File: config.mk
export PLATFORM = sky130hd
export DESIGN_NAME = operand_stage
export DESIGN_NICKNAME = d
export VERILOG_FILES = /design/src/rtl/operand_stage.sv
export SDC_FILE = /design/constraint.sdc
export NUM_CORES = 1
export LEC_CHECK = 0
export BUFFER_PORTS_ARGS = -buffer_cell sky130_fd_sc_hd__buf_4
export CORE_AREA = 2 2 130 132
export DETAILED_ROUTE_END_ITERATION = 8
export DIE_AREA = 0 0 132 134
export PLACE_DENSITY_LB_ADDON = 0.08
export SYNTH_ARGS = -nofsm -noshare
export SYNTH_HDL_FRONTEND = slang
export SYNTH_SLANG_ARGS = --single-unit
export TNS_END_PERCENT = 1
File: constraint.sdc
create_clock -name clk -period 2.1 [get_ports clk]
set_input_delay 0.21 -clock clk [delete_from_list [all_inputs] [get_ports clk]]
set_output_delay 0.21 -clock clk [all_outputs]
set_load 0.02 [all_outputs]
File: src/rtl/operand_stage.sv
// operand_stage: bypass-resolved operand selection with a 1-cycle registered output slot.
// Optional hazard-stall counter enabled by defining OPERAND_STAGE_STALL_CNT_EN.
module operand_stage #(
  parameter int DATA_W  = 32,
  parameter int NUM_FWD = 2,
  parameter int RADDR_W = 5
) (
  input  logic                       clk,
  input  logic                       rst_n,
  input  logic                       flush,
  input  logic                       in_valid,
  output logic                       in_ready,
  input  logic [DATA_W-1:0]          in_pc,
  input  logic [5:0]                 in_op,
  input  logic [5:0]                 in_funct,
  input  logic [15:0]                in_imm,
  input  logic [RADDR_W-1:0]         in_rs_addr,
  input  logic [RADDR_W-1:0]         in_rt_addr,
  input  logic [DATA_W-1:0]          in_rs_data,
  input  logic [DATA_W-1:0]          in_rt_data,
  input  logic [NUM_FWD-1:0]         fwd_valid,
  input  logic [NUM_FWD-1:0]         fwd_pend,
  input  logic [NUM_FWD*RADDR_W-1:0] fwd_addr,
  input  logic [NUM_FWD*DATA_W-1:0]  fwd_data,
  output logic                       out_valid,
  input  logic                       out_ready,
  output logic [DATA_W-1:0]          out_operand_1,
  output logic [DATA_W-1:0]          out_operand_2,
  output logic [DATA_W-1:0]          out_pc,
  output logic [15:0]                stall_count
);
  localparam logic [5:0] OP_SPECIAL = 6'h00;
  localparam logic [5:0] OP_JAL     = 6'h03;
  localparam logic [5:0] OP_ADDIU   = 6'h09;
  localparam logic [5:0] OP_ANDI    = 6'h0C;
  localparam logic [5:0] OP_ORI     = 6'h0D;
  localparam logic [5:0] OP_XORI    = 6'h0E;
  localparam logic [5:0] OP_LUI     = 6'h0F;
  localparam logic [5:0] OP_LB      = 6'h20;
  localparam logic [5:0] OP_LW      = 6'h23;
  localparam logic [5:0] OP_LBU     = 6'h24;
  localparam logic [5:0] OP_SB      = 6'h28;
  localparam logic [5:0] OP_SW      = 6'h2B;
  localparam logic [5:0] FN_JALR    = 6'h09;
  logic [DATA_W-1:0] rs_val, rt_val, link, op1, op2;
  logic [DATA_W-1:0] op1_q, op1_d, op2_q, op2_d, pc_q, pc_d;
  logic              out_valid_q, out_valid_d;
  logic              rs_pend, rt_pend, use_rs, use_rt, hazard, xfer;
  // Walk oldest to youngest so the lowest-index match wins.
  always_comb begin
    rs_val  = (in_rs_addr == '0) ? '0 : in_rs_data;
    rt_val  = (in_rt_addr == '0) ? '0 : in_rt_data;
    rs_pend = 1'b0;
    rt_pend = 1'b0;
    for (int i = NUM_FWD - 1; i >= 0; i--) begin
      if (fwd_valid[i] && in_rs_addr != '0 && fwd_addr[i*RADDR_W +: RADDR_W] == in_rs_addr) begin
        rs_val  = fwd_data[i*DATA_W +: DATA_W];
        rs_pend = fwd_pend[i];
      end
      if (fwd_valid[i] && in_rt_addr != '0 && fwd_addr[i*RADDR_W +: RADDR_W] == in_rt_addr) begin
        rt_val  = fwd_data[i*DATA_W +: DATA_W];
        rt_pend = fwd_pend[i];
      end
    end
  end
  always_comb begin
    link   = in_pc + DATA_W'(8);
    use_rs = 1'b0;
    use_rt = 1'b0;
    op1    = '0;
    op2    = '0;
    case (in_op)
      OP_ADDIU, OP_LB, OP_LW, OP_LBU, OP_SB, OP_SW: begin
        use_rs = 1'b1;
        op1    = rs_val;
        op2    = {{(DATA_W-16){in_imm[15]}}, in_imm};
      end
      OP_LUI: begin
        use_rs = 1'b1;
        op1    = rs_val;
        op2    = {in_imm, {(DATA_W-16){1'b0}}};
      end
      OP_ANDI, OP_ORI, OP_XORI: begin
        use_rs = 1'b1;
        op1    = rs_val;
        op2    = {{(DATA_W-16){1'b0}}, in_imm};
      end
      OP_SPECIAL: begin
        use_rs = in_funct != FN_JALR;
        use_rt = 1'b1;
        op1    = (in_funct == FN_JALR) ? link : rs_val;
        op2    = rt_val;
      end
      OP_JAL:  op1 = link;
      default: ;
    endcase
  end
  assign hazard   = (use_rs & rs_pend) | (use_rt & rt_pend);
  assign in_ready = rst_n & (!out_valid_q | out_ready) & !hazard & !flush;
  assign xfer     = in_valid & in_ready;
  always_comb begin
    out_valid_d = flush ? 1'b0 : xfer ? 1'b1 : out_ready ? 1'b0 : out_valid_q;
    op1_d       = xfer ? op1 : op1_q;
    op2_d       = xfer ? op2 : op2_q;
    pc_d        = xfer ? in_pc : pc_q;
  end
  always_ff @(posedge clk or negedge rst_n) begin
    if (!rst_n) begin
      out_valid_q <= 1'b0;
      op1_q       <= '0;
      op2_q       <= '0;
      pc_q        <= '0;
    end else begin
      out_valid_q <= out_valid_d;
      op1_q       <= op1_d;
      op2_q       <= op2_d;
      pc_q        <= pc_d;
    end
  end
  assign out_valid     = out_valid_q;
  assign out_operand_1 = op1_q;
  assign out_operand_2 = op2_q;
  assign out_pc        = pc_q;
`ifdef OPERAND_STAGE_STALL_CNT_EN
  logic [15:0] stall_cnt_q, stall_cnt_d;
  always_comb
    stall_cnt_d = (in_valid && hazard && !flush && stall_cnt_q != 16'hFFFF) ? stall_cnt_q + 16'd1 : stall_cnt_q;
  always_ff @(posedge clk or negedge rst_n) begin
    if (!rst_n) stall_cnt_q <= '0;
    else        stall_cnt_q <= stall_cnt_d;
  end
  assign stall_count = stall_cnt_q;
`else
  assign stall_count = '0;
`endif
endmodule

=== After elaboration in Yosys (flattened, before gate mapping) ===
Cells that the tools add are included.

* Register bits after elaboration: 97
* Output and inout bits: 114
* Logic and storage cells: 68
* Bits of input ports: 217

* Bitwise operators: 8
* Equality and inequality tests: 17
* Reductions and logical operators: 20
* Muxes and demuxes: 18
* Add/subtract/negate cells: 1

{| class="wikitable"
|+ Operator list
! kind !! number
|-
| $mux 32 || 7
|-
| $pmux 32 s4 || 1
|-
| $pmux 32 s3 || 1
|-
| $eq 6x4->1 const B || 6
|-
| $add 32x4->32 const B || 1
|-
| $eq 6x6->1 const B || 5
|-
| $eq 5x5->1 || 4
|-
| $logic_not 5->1 || 2
|-
| $reduce_bool 5->1 || 2
|-
| $reduce_or 10->1 || 1
|-
| $logic_and 1x1->1 || 8
|-
| $mux 1 || 8
|-
| $and 1x1->1 || 6
|-
| $eq 6x2->1 const B || 1
|-
| $logic_not 6->1 || 1
|-
| $ne 6x4->1 const B || 1
|-
| $reduce_or 6->1 || 1
|-
| $logic_not 1->1 || 3
|-
| $reduce_bool 3->1 || 1
|-
| $reduce_or 3->1 || 1
|-
| $or 1x1->1 || 2
|-
| $pmux 1 s2 || 1
|}

=== Logic depth before layout (Yosys ltp) ===
Gate-level depths: netlist of run 1.

* Depth in word-level cells: 13
* Depth in mapped cells: 10
* Gate-level depth less buffers: 8

=== Worst setup path before layout of run 1 ===
No wires, ideal clock.

* Kind: input to register
* From: input port in_rs_addr[1]
* To: register pc_q[10], in the netlist out_pc[10]
* Required time: 1975 ps
* Setup slack: -238 ps
* Arrival: 2213 ps
* Buffers on the path: 3
* Setup time: 125 ps
* Stages: 9
* Cell sequence: or4_1 -> or2_1 -> buf_2 -> and4b_4 -> a31oi_4 -> o211ai_2 -> buf_6 -> buf_6 -> mux2_4

* Cells in the longest elaborated chain, start to end: 11
* Elaborated cells between the ends (all ways): 15
* Classes of those cells: eq/ne (2); mux (2); bitwise (5); reduce/logical (6)

{| class="wikitable"
|+ Ends and longest elaborated chain
! what !! RTL line !! RTL
|-
| start, declared || 17 || <nowiki>input logic [RADDR_W-1:0] in_rs_addr,</nowiki>
|-
| $reduce_bool 5->1 || 56 || <nowiki>if (fwd_valid[i] && in_rs_addr != '0 && fwd_addr[i*RADDR_W +: RADDR_W] == in_rs_addr) begin</nowiki>
|-
| $logic_and 1x1->1 (2 in series) || 56 ||
|-
| $mux 1 || 56 ||
|-
| $mux 1 * || 56 ||
|-
| $and 1x1->1 * || 98 || <nowiki>assign hazard = (use_rs & rs_pend) | (use_rt & rt_pend);</nowiki>
|-
| $or 1x1->1 * || 98 ||
|-
| $logic_not 1->1 * || 99 || <nowiki>assign in_ready = rst_n & (!out_valid_q | out_ready) & !hazard & !flush;</nowiki>
|-
| $and 1x1->1 * (2 in series) || 99 ||
|-
| $and 1x1->1 * || 100 || <nowiki>assign xfer = in_valid & in_ready;</nowiki>
|-
| end signal, assigned || 117 || <nowiki>pc_q <= pc_d;</nowiki>
|-
| end, declared || 46 || <nowiki>logic [DATA_W-1:0] op1_q, op1_d, op2_q, op2_d, pc_q, pc_d;</nowiki>
|}

Mark *: on every way between the ends. The rest lies on a longest branch, timed or not.
A chain may end at the register's enable or synchronous reset.

=== Worst setup path in the final report of run 1 ===
* From: input port in_rt_addr[1]
* To: output port in_ready

* Cells in the longest elaborated chain, start to end: 10
* Elaborated cells between the ends (all ways): 14
* Classes of those cells: eq/ne (2); mux (2); bitwise (4); reduce/logical (6)

{| class="wikitable"
|+ Ends and longest elaborated chain
! what !! RTL line !! RTL
|-
| start, declared || 18 || <nowiki>input logic [RADDR_W-1:0] in_rt_addr,</nowiki>
|-
| $reduce_bool 5->1 || 60 || <nowiki>if (fwd_valid[i] && in_rt_addr != '0 && fwd_addr[i*RADDR_W +: RADDR_W] == in_rt_addr) begin</nowiki>
|-
| $logic_and 1x1->1 (2 in series) || 60 ||
|-
| $mux 1 || 60 ||
|-
| $mux 1 * || 60 ||
|-
| $and 1x1->1 * || 98 ||
|-
| $or 1x1->1 * || 98 ||
|-
| $logic_not 1->1 * || 99 ||
|-
| $and 1x1->1 * (2 in series) || 99 ||
|-
| end, declared || 12 || <nowiki>output logic in_ready,</nowiki>
|}

Marked as above.

==> load_flow_metrics.sql, run 1 <==
INSERT INTO impl_metrics (metric_group, metric, value, unit) VALUES
('logic_synthesis', 'synthesis.area', '6680', 'um^2'),
('cts', 'cts.path.max_buffers', '2', ''),
('worst_setup_path', 'cp.arrival', '1.92', 'ns'),
('logic_synthesis', 'synth_async_sr_flop_share', '100', '%'),
('logic_synthesis', 'synth_warnings', '0', ''),
('layout', 'fill_cells', '1452', ''),
('floorplanning', 'die_height', '134', 'um'),
('floorplanning', 'design.portCount', '331', ''),
('layout', 'insertedDiodeCount', '0', ''),
('power', 'power_leakage', '5.05', 'nW'),
('grt', 'wire_length_of_the_first_global_routing_pass', '41900', 'um'),
('cts', 'cts_tree', 'done', ''),
('routing', 'router_iterations_before_antenna_repair', '5', ''),
('timing', 'report.final.slew_viol_count', '0', ''),
('worst_setup_path', 'worst-r2r-cell-count', '9', ''),
('layout', 'post-route-util', '63.6', '%'),
('timing', 'setup_viol_count_final', '28', ''),
('cts', 'cts.reportedPaths.clkPinSlew', '0.06', 'ns'),
('timing', 'unrepaired_setup_endpoints_after_global_routing', 'yes', ''),
('timing', 'final_sum_of_negative_setup_slack', '-0.274', 'ns'),
('timing', 'timing.hold.ws', '0.0789', 'ns'),
('worst_setup_path', 'worstSetupPathType', 'input pin to output pin', ''),
('floorplanning', 'fp.coreArea', '16300', 'um^2'),
('timing', 'final.period_utilization', '102', '%'),
('power', 'power.ir.vdd_worst', '428', 'uV'),
('placement', 'routabilityCongestion', '0.975', ''),
('logic_synthesis', 'post-synth-top-area-cell', 'sky130_fd_sc_hd__dfrtp_1', ''),
('floorplanning', 'fp-row-count', '47', ''),
('status', 'outcome', 'finished with violations', ''),
('floorplanning', 'horizontal_die_dimension', '132', 'um'),
('power', 'cellPowerDensity', '569', 'nW/um^2'),
('layout', 'final_design_area_no_fill', '10400', 'um^2'),
('timing', 'max_freq', '469', 'MHz'),
('worst_setup_path', 'worstPathRequired', '1.89', 'ns'),
('routing', 'avgRoutedWirePerCell', '21.1', 'um'),
('logic_synthesis', 'synth_top_flop_cell', 'sky130_fd_sc_hd__dfrtp_1', ''),
('worst_setup_path', 'setup.worst_path.start_class', 'input pin', ''),
('logic_synthesis', 'postSynthRegisterBits', '97', ''),
('placement', 'io_buffer_count', '314', ''),
('timing', 'timing_hold_violations_final', '0', ''),
('floorplanning', 'floorplan.die_area', '17700', 'um^2'),
('routing', 'detail_route.drc_violations', '0', ''),
('logic_synthesis', 'synth-edff-count', '0', ''),
('routing', 'detail-route-antenna-nets', '0', ''),
('cts', 'insertion_delay', '0.36', 'ns'),
('grt', 'groute.usage.overall', '30.8', '%'),
('cts', 'cts_sinks', '97', ''),
('grt', 'first_global_vias', '7123', ''),
('timing', 'setup_ws', '-0.0338', 'ns'),
('routing', 'dr_total_vias', '7659', ''),
('floorplanning', 'initial_standard_cell_utilization_of_the_core', '41.0', '%'),
('placement', 'placed_inst_area', '9650', 'um^2'),
('job', 'max_cap_violations', '0', ''),
('grt', 'initial_antenna_violation_count', '0', ''),
('routing', 'routed_wirelength', '28800', 'um'),
('status', 'violations', 'negative setup slack', ''),
('cts', 'clk_root_buffer_cell', 'sky130_fd_sc_hd__clkbuf_16', ''),
('layout', 'drive_above_1_share', '40.9', '%'),
('timing', 'worst_slew_margin_rel', '50.2', '%'),
('hold_path', 'hold_depth', '2', ''),
('cts', 'htreeDepth', '3', ''),
('worst_setup_path', 'worstSetupEndpointType', 'output pin', ''),
('logic_synthesis', 'yosys.cell_count.top_type', 'sky130_fd_sc_hd__nand2_1', ''),
('timing', 'finalClockSkew', '0.0126', 'ns'),
('routing', 'detail_route.vias_per_cell', '5.62', ''),
('logic_synthesis', 'yosysTopAreaCellShare', '36.3', '%'),
('routing', 'drtIter0Drc', '720', ''),
('logic_synthesis', 'syn-mean-instance-area', '8.48', 'um^2'),
('timing', 'time_the_final_worst_path_needs_with_i_o_delays_and_setup', '2.13', 'ns'),
('worst_setup_path', 'critical_path_peak_fanout', '3', ''),
('hold_path', 'hp-class', 'input pin to flop', '');
worst max-delay path, cell delays in order:
cell	delay, ns
sky130_fd_sc_hd__buf_6	0.09
sky130_fd_sc_hd__or4_4	0.54
sky130_fd_sc_hd__o211ai_1	0.33
sky130_fd_sc_hd__o31ai_2	0.12
sky130_fd_sc_hd__a41oi_2	0.25
sky130_fd_sc_hd__o21a_2	0.25
sky130_fd_sc_hd__buf_6	0.13
metrics by stage:
stage                     instances  power, W  setup slack, ns
after floorplan                 803   0.00301           -0.203
after global placement         1333   0.00393           -0.431
after detailed placement       1333   0.00395           -0.508
after CTS                      1350   0.00583          -0.0203
after global routing           1364   0.00610          -0.0942
final                          1364   0.00589          -0.0338
power breakdown:
group	switching, W	internal, W	total [W]
registers	0.000117	0.00206	0.00217
clock network	0.000814	0.00106	0.00187
logic	0.000902	0.000942	0.00184
worst paths after layout:
kind	from	slack [ns]	end
max	in_rt_addr[1]	-0.03	in_ready
min	flush	0.08	out_valid
max reg2reg	out_valid	0.09	out_operand_1[5]
min reg2reg	out_operand_2[11]	0.48	out_operand_2[11]
max in group asynchronous	rst_n	0.44	out_operand_1[16]
min in group asynchronous	rst_n	0.49	out_pc[1]
kinds of logic (layout without fill, tap and decap cells):
kind of cell    Yosys count  count (layout)  synth area share, %
buf+inv                  91             432                 6.83
compound gates          230             230                 25.0
fa+ha+maj                 1               1                0.187
mux                      31              31                 6.27
other cells               1              16               0.0561
simple gates            293             293                 19.5
flops                    97              97                 36.3
xor+xnor                 44              44                 5.77
per-layer routing:
metal	share of wire, %	routed length [um]	global-route usage (%)	vias up
met2	46	13100	47.9	479
met5	0	0	0	-
met3	9.6	2770	6.95	55
met4	3.0	864	10.7	0
met1	42	12100	42.4	3581
li1	-	-	-	3544
layout make-up:
cell class                 count  area (um^2)  share of cell area [%]
inverter                      11         41.3                   0.399
clock buffer                   9          225                    2.18
tap                          220          275                    2.66
timing repair buffer         405         3310                    32.0
sequential                    97         2430                    23.4
multi-input combinational    615         3970                    38.3
clock inverter                 7          101                   0.979
cells in the final DEF, fill, tap and decap left out, types with 10 or more instances in the layout:
master,instances
sky130_fd_sc_hd__a211oi_1,48
sky130_fd_sc_hd__a21oi_1,17
sky130_fd_sc_hd__a22o_1,32
sky130_fd_sc_hd__a31oi_1,14
sky130_fd_sc_hd__and3_1,19
sky130_fd_sc_hd__buf_12,10
sky130_fd_sc_hd__buf_4,377
sky130_fd_sc_hd__buf_6,11
sky130_fd_sc_hd__clkbuf_16,15
sky130_fd_sc_hd__conb_1,16
sky130_fd_sc_hd__dfrtp_1,97
sky130_fd_sc_hd__inv_1,11
sky130_fd_sc_hd__mux2_4,30
sky130_fd_sc_hd__nand2_1,115
sky130_fd_sc_hd__nand3_1,29
sky130_fd_sc_hd__nand4_1,10
sky130_fd_sc_hd__nor2_1,89
sky130_fd_sc_hd__o21ai_0,48
sky130_fd_sc_hd__o311a_1,15
sky130_fd_sc_hd__o32ai_1,32
sky130_fd_sc_hd__xnor2_1,21
sky130_fd_sc_hd__xor2_1,23
state kept, by name, indices dropped and copies added, names as in the netlist:
signal and count:
out_valid 1, out_operand_1 32, out_pc 32, out_operand_2 32
what timing repair did:
item | in CTS | in global routing
hold buffers | 1 | 0
pin swaps | 6 | 21
cloned | 0 | 7
endpoints found under the hold margin | 40 | 0
setup buffers | 0 | 7
setup endpoints to repair | 84 | 85
resized for setup | 11 | 31
Note: power is estimated with default switching activity, not from simulation.
==> run 2: changes to the inputs <==
RECOVER_POWER = 25   (was not set)
==> load_flow_metrics.sql, run 2 (synthesis results as in run 1) <==
INSERT INTO impl_metrics (metric_group, metric, value, unit) VALUES
('worst_setup_path', 'worstPathRequired', '1.89', 'ns'),
('timing', 'unrepaired_setup_endpoints_after_global_routing', 'yes', ''),
('worst_setup_path', 'critical_path_peak_fanout', '3', ''),
('layout', 'insertedDiodeCount', '0', ''),
('layout', 'finish.net_count', '1357', ''),
('floorplanning', 'initial_standard_cell_utilization_of_the_core', '41.0', '%'),
('timing', 'final.period_utilization', '102', '%'),
('routing', 'dr_total_vias', '7640', ''),
('worst_setup_path', 'setup.worst_path.start_class', 'input pin', ''),
('worst_setup_path', 'worstSetupEndpointType', 'output pin', ''),
('routing', 'drtIter0Drc', '724', ''),
('floorplanning', 'floorplan.die_area', '17700', 'um^2'),
('cts', 'cts_tree', 'done', ''),
('placement', 'routabilityCongestion', '0.975', ''),
('routing', 'routed_wirelength', '28900', 'um'),
('worst_setup_path', 'worstSetupPathType', 'input pin to output pin', ''),
('grt', 'wire_length_of_the_first_global_routing_pass', '41900', 'um'),
('timing', 'setup_ws', '-0.0377', 'ns'),
('timing', 'finalClockSkew', '0.0131', 'ns'),
('cts', 'cts.path.max_buffers', '2', ''),
('layout', 'final-instance-count-excl-fill', '1364', ''),
('routing', 'detail-route-antenna-nets', '0', ''),
('routing', 'detail_route.drc_violations', '0', ''),
('cts', 'cts_made_buffers', '9', ''),
('floorplanning', 'die_height', '134', 'um'),
('routing', 'avgRoutedWirePerCell', '21.2', 'um'),
('layout', 'final_cell_mix', '363 x sky130_fd_sc_hd__buf_4, 115 x sky130_fd_sc_hd__nand2_1, 97 x sky130_fd_sc_hd__dfrtp_1', ''),
('timing', 'setup_viol_count_final', '38', ''),
('power', 'fin_total_pwr', '0.00587', 'W'),
('cts', 'insertion_delay', '0.36', 'ns'),
('power', 'power_leakage', '4.99', 'nW'),
('grt', 'groute.usage.overall', '30.8', '%'),
('layout', 'drive_above_1_share', '39.7', '%'),
('floorplanning', 'horizontal_die_dimension', '132', 'um'),
('cts', 'cts.reportedPaths.clkPinSlew', '0.06', 'ns'),
('power', 'cellPowerDensity', '570', 'nW/um^2'),
('layout', 'most_common_cell_after_layout_fill_and_taps_aside', 'sky130_fd_sc_hd__buf_4', ''),
('routing', 'detail_route.vias_per_cell', '5.60', ''),
('grt', 'first_global_vias', '7123', ''),
('placement', 'dp_hpwl', '21800', 'um'),
('worst_setup_path', 'setup.reg_to_reg.worst_slack', '0.09', 'ns'),
('grt', 'grt_overflow_total', '0', ''),
('status', 'outcome', 'finished with violations', ''),
('cts', 'cts_sinks', '97', ''),
('floorplanning', 'fp-row-count', '47', ''),
('grt', 'initial_antenna_violation_count', '0', ''),
('worst_setup_path', 'cp.arrival', '1.93', 'ns'),
('job', 'max_cap_violations', '0', ''),
('layout', 'fill_cells', '1474', ''),
('layout', 'synthToLayoutAreaGrowth', '54.1', '%'),
('timing', 'worst_slew_margin_rel', '49.2', '%'),
('floorplanning', 'design.portCount', '331', ''),
('timing', 'worst_slew_pin_slew', '0.762', 'ns'),
('status', 'violations', 'negative setup slack', ''),
('grt', 'pin_count_of_the_biggest_net_entering_global_routing', '58', ''),
('routing', 'router_iterations_before_antenna_repair', '5', ''),
('cts', 'htreeDepth', '3', ''),
('floorplanning', 'fp.coreArea', '16300', 'um^2'),
('placement', 'numPlacedInstances', '1333', ''),
('timing', 'timing_hold_violations_final', '0', ''),
('placement', 'io_buffer_count', '314', ''),
('timing', 'report.final.slew_viol_count', '0', ''),
('cts', 'clk_root_buffer_cell', 'sky130_fd_sc_hd__clkbuf_16', ''),
('timing', 'time_the_final_worst_path_needs_with_i_o_delays_and_setup', '2.14', 'ns'),
('hold_path', 'hp-class', 'input pin to flop', ''),
('timing', 'max_freq', '468', 'MHz'),
('placement', 'place_worst_setup_slack', '-0.508', 'ns'),
('power', 'power.ir.vdd_worst', '432', 'uV');
==> run 2: cell types whose count changed in the layout (fill, tap and decap cells not counted), sizes merged <==
cell / before / now
buf: 398 / 384
clkbuf: 15 / 29
==> run 2: critical path: stages <==
cell and delay [ns]:
sky130_fd_sc_hd__buf_6 0.09, sky130_fd_sc_hd__or4_4 0.54, sky130_fd_sc_hd__o211ai_1 0.33, sky130_fd_sc_hd__o31ai_2 0.12, sky130_fd_sc_hd__a41oi_2 0.25, sky130_fd_sc_hd__o21a_2 0.25
sky130_fd_sc_hd__buf_6 0.13
==> run 2: path summary, 6_finish.rpt <==
| kind | start | to | depth (start not counted) |
|---|---|---|---|
| worst max-delay path | in_rt_addr[1] | in_ready | 7 |
| worst min-delay path | flush | out_valid | 2 |
| worst max register to register | out_valid | out_operand_1[5] | 9 |
| worst min register to register | out_operand_2[1] | out_operand_2[1] | 2 |
| max in group asynchronous | rst_n | out_operand_1[16] | 4 |
| min in group asynchronous | rst_n | out_pc[1] | 3 |
==> run 2: what timing repair did <==
action                                 4_1_cts  5_1_grt
pin swaps                                    6       21
buffers inserted                             0        7
gates resized for setup                     11       31
gates cloned                                 0        7
hold buffers                                 1        0
endpoints found under the hold margin       40        0
setup endpoints to repair                   84       85
==> run 2: power by group <==
part	total [W]	internal, W	switching, W	leakage (nW)
sequential	0.00217	0.00206	0.000116	1.28
combinational	0.00182	0.000916	0.000903	3.56
clock	0.00188	0.00106	0.000818	0.158
total	0.00587	0.00403	0.00184	4.99
==> run 2: final cells by class <==
type	count	area [um^2]	share of cell area [%]
Tap cell	220	275	2.67
Inverter	11	41.3	0.401
Multi-Input combinational cell	615	3970	38.5
Clock inverter	7	101	0.984
Timing Repair Buffer	405	3260	31.7
Sequential cell	97	2430	23.6
Clock buffer	9	225	2.19
==> run 2: through the flow <==
stage | TNS (ns) | util [%] | instance area [um^2] | hold slack (ns)
2_1_floorplan | -11.95 | - | 6770 | -0.0856
3_5_place_dp | -41.31 | 59.3 | 9650 | 0.349
5_1_grt | -4.92 | 63.2 | 10300 | 0.0727
3_3_place_gp | -34.21 | 59.3 | 9650 | 0.337
4_1_cts | -0.0203 | 61.6 | 10000 | 0.0703
6_report | -0.355 | 63.2 | 10300 | 0.0785
==> run 2: per-layer routing <==
layer,vias to the layer above,GRT usage [%],routed length [um]
li1,3544,-,-
met1,3588,42.4,12200
met2,459,47.9,13100
met3,49,6.95,2690
met4,0,10.7,851
met5,-,0,0
==> run 3: changes to the inputs <==
clock period = 2.45 ns   (was 2.1 ns; I/O delays follow)
==> load_flow_metrics.sql, run 3 (synthesis results as in run 1) <==
INSERT INTO impl_metrics (metric_group, metric, value, unit) VALUES
('status', 'outcome', 'completed', ''),
('worst_setup_path', 'worst_r2r_startpoint', 'out_valid', ''),
('layout', 'drive_above_1_share', '35.9', '%'),
('routing', 'avgRoutedWirePerCell', '20.3', 'um'),
('timing', 'setup_ws', '0.110', 'ns'),
('timing', 'time_the_final_worst_path_needs_with_i_o_delays_and_setup', '2.34', 'ns'),
('cts', 'cts.path.max_buffers', '2', ''),
('worst_setup_path', 'cp_cell_sequence', 'buf_4, or4_1, buf_4, o211ai_1, or2_4, a31oi_4, o211ai_4, buf_12, buf_16, mux2_2', ''),
('cts', 'cts_tree', 'done', ''),
('placement', 'io_buffer_count', '314', ''),
('worst_setup_path', 'cp.arrival', '2.57', 'ns'),
('power', 'power.ir.vdd_worst', '351', 'uV'),
('cts', 'cts_sinks', '97', ''),
('routing', 'routed_wirelength', '27100', 'um'),
('hold_path', 'min_from', 'flush', ''),
('floorplanning', 'horizontal_die_dimension', '132', 'um'),
('timing', 'worst_slew_margin_rel', '26.4', '%'),
('worst_setup_path', 'critical_path_peak_fanout', '28', ''),
('floorplanning', 'design.portCount', '331', ''),
('hold_path', 'hp-class', 'input pin to flop', ''),
('placement', 'routabilityCongestion', '0.957', ''),
('routing', 'dr_total_vias', '7325', ''),
('floorplanning', 'fp.coreArea', '16300', 'um^2'),
('cts', 'cts_resized', '0', ''),
('power', 'sequentialPowerShare', '39.3', '%'),
('timing', 'timing_hold_violations_final', '0', ''),
('layout', 'most_common_cell_after_layout_fill_and_taps_aside', 'sky130_fd_sc_hd__buf_4', ''),
('timing', 'finalClockSkew', '0.00543', 'ns'),
('routing', 'drtIter0Drc', '493', ''),
('routing', 'detail-route-antenna-nets', '0', ''),
('power', 'comb_power_share', '30.4', '%'),
('timing', 'final.period_utilization', '95.5', '%'),
('timing', 'final_sum_of_negative_setup_slack', '0', 'ns'),
('worst_setup_path', 'cp-startpoint', 'in_rs_addr[1]', ''),
('layout', 'final-instance-count-excl-fill', '1335', ''),
('grt', 'grt_overflow_total', '0', ''),
('power', 'net-switching-power', '0.00147', 'W'),
('placement', 'numPlacedInstances', '1318', ''),
('worst_setup_path', 'cp_common_cell', 'sky130_fd_sc_hd__buf_4', ''),
('cts', 'post_cts_buffers', '0', ''),
('power', 'cell_internal_power', '0.00324', 'W'),
('layout', 'finish.net_count', '1327', ''),
('power', 'clockPowerShare', '30.3', '%'),
('layout', 'post-route-util', '59.6', '%'),
('worst_setup_path', 'worstPathRequired', '2.68', 'ns'),
('power', 'power.switching_fraction', '31.2', '%'),
('timing', 'unrepaired_setup_endpoints_after_global_routing', 'yes', ''),
('cts', 'cts.reportedPaths.clkPinSlew', '0.07', 'ns'),
('cts', 'insertion_delay', '0.34', 'ns'),
('layout', 'fill_cells', '1615', ''),
('power', 'cellPowerDensity', '486', 'nW/um^2'),
('timing', 'report.final.slew_viol_count', '0', ''),
('cts', 'cts_hold_buffers', '0', ''),
('floorplanning', 'fp-row-count', '47', ''),
('grt', 'initial_antenna_violation_count', '1', ''),
('cts', 'cts_made_buffers', '9', ''),
('grt', 'pin_count_of_the_biggest_net_entering_global_routing', '55', ''),
('cts', 'clk_root_buffer_cell', 'sky130_fd_sc_hd__clkbuf_16', ''),
('timing', 'setup_viol_count_final', '0', ''),
('placement', 'dp_hpwl', '21500', 'um'),
('worst_setup_path', 'worstSetupPathType', 'input pin to flop', ''),
('routing', 'detail_route.drc_violations', '0', ''),
('power', 'fin_total_pwr', '0.00471', 'W'),
('power', 'power_leakage', '4.63', 'nW'),
('cts', 'htreeDepth', '3', ''),
('floorplanning', 'die_height', '134', 'um'),
('worst_setup_path', 'critPathMaxStageDelay', '0.55', 'ns'),
('floorplanning', 'initial_standard_cell_utilization_of_the_core', '41.0', '%'),
('job', 'max_cap_violations', '0', ''),
('worst_setup_path', 'worstSetupEndpointType', 'flop', ''),
('routing', 'detail_route.vias_per_cell', '5.49', ''),
('grt', 'groute.usage.overall', '29.7', '%'),
('layout', 'final_cell_mix', '338 x sky130_fd_sc_hd__buf_4, 115 x sky130_fd_sc_hd__nand2_1, 97 x sky130_fd_sc_hd__dfrtp_1', ''),
('timing', 'max_freq', '427', 'MHz'),
('placement', 'place_worst_setup_slack', '-0.259', 'ns'),
('layout', 'synthToLayoutAreaGrowth', '45.3', '%'),
('routing', 'router_iterations_before_antenna_repair', '5', ''),
('timing', 'worst_slew_pin_slew', '1.10', 'ns'),
('worst_setup_path', 'setup.worst_path.start_class', 'input pin', ''),
('grt', 'first_global_vias', '7017', ''),
('worst_setup_path', 'setup.reg_to_reg.worst_slack', '0.42', 'ns'),
('worst_setup_path', 'slowest_stage', 'sky130_fd_sc_hd__or4_1', ''),
('floorplanning', 'floorplan.die_area', '17700', 'um^2'),
('grt', 'wire_length_of_the_first_global_routing_pass', '40200', 'um');
-- run 3: cell count changes in the layout (fill, tap and decap cells not counted), moves of 3 or more --
cell,previous run,this run
sky130_fd_sc_hd__buf_12,10,5
sky130_fd_sc_hd__buf_4,363,338
sky130_fd_sc_hd__buf_6,11,1
sky130_fd_sc_hd__clkbuf_1,14,30
sky130_fd_sc_hd__clkbuf_16,15,9
sky130_fd_sc_hd__clkinv_2,1,4
sky130_fd_sc_hd__mux2_2,0,11
sky130_fd_sc_hd__mux2_4,30,19
sky130_fd_sc_hd__o21ai_0,48,56
sky130_fd_sc_hd__o21ai_1,8,0
-- run 3: power groups by stage --
stage          logic (W)  registers, W  clock network (W)
2_1_floorplan   0.000494       0.00208                  0
6_report         0.00143       0.00185            0.00143
3_3_place_gp     0.00146       0.00189                  0
3_5_place_dp     0.00148       0.00188                  0
5_1_grt          0.00153       0.00188            0.00151
4_1_cts          0.00148       0.00186            0.00145
-- run 3: worst max-delay path, delay by kind of cell --
| kind | cells | cell delay, ns |
|---|---|---|
| buf+inv | 4 | 0.62 |
| compound gates | 3 | 0.58 |
| simple gates | 2 | 0.76 |
| mux | 1 | 0.36 |
-- run 3: final timing paths --
| check | cells past startpoint | endpoint |
|---|---|---|
| setup reg to reg | 10 | out_operand_1[8] |
| hold reg to reg | 2 | out_operand_2[26] |
| min in group asynchronous | 2 | out_operand_2[26] |
| max in group asynchronous | 3 | out_operand_1[30] |
| setup / recovery | 10 | out_pc[30] |
| hold / removal | 2 | out_valid |
-- run 3: layout make-up --
cell class	count	area, um^2	area share [%]
Antenna cell	1	2.50	0.0258
Clock inverter	6	58.8	0.606
Clock buffer	10	229	2.36
Inverter	11	41.3	0.425
Tap cell	220	275	2.84
Timing Repair Buffer	375	2790	28.7
Multi-Input combinational cell	615	3880	40.0
Sequential cell	97	2430	25.0
-- run 3: stage by stage --
stage / instance area (um^2) / hold WS [ns]
after global placement: 9510 / 0.371
after floorplan: 6740 / -0.0506
after global routing: 9700 / 0.123
after detailed placement: 9510 / 0.369
final: 9710 / 0.109
after CTS: 9800 / 0.00283
-- run 3: per-layer routing --
layer	share of wire, %	wire, um	vias to the layer above	GRT usage [%]
li1	-	-	3482	-
met1	42	11400	3444	38.5
met2	46	12400	344	47.6
met3	8.7	2360	53	7.63
met4	3.6	988	2	11.7
met5	0.030	8	-	0
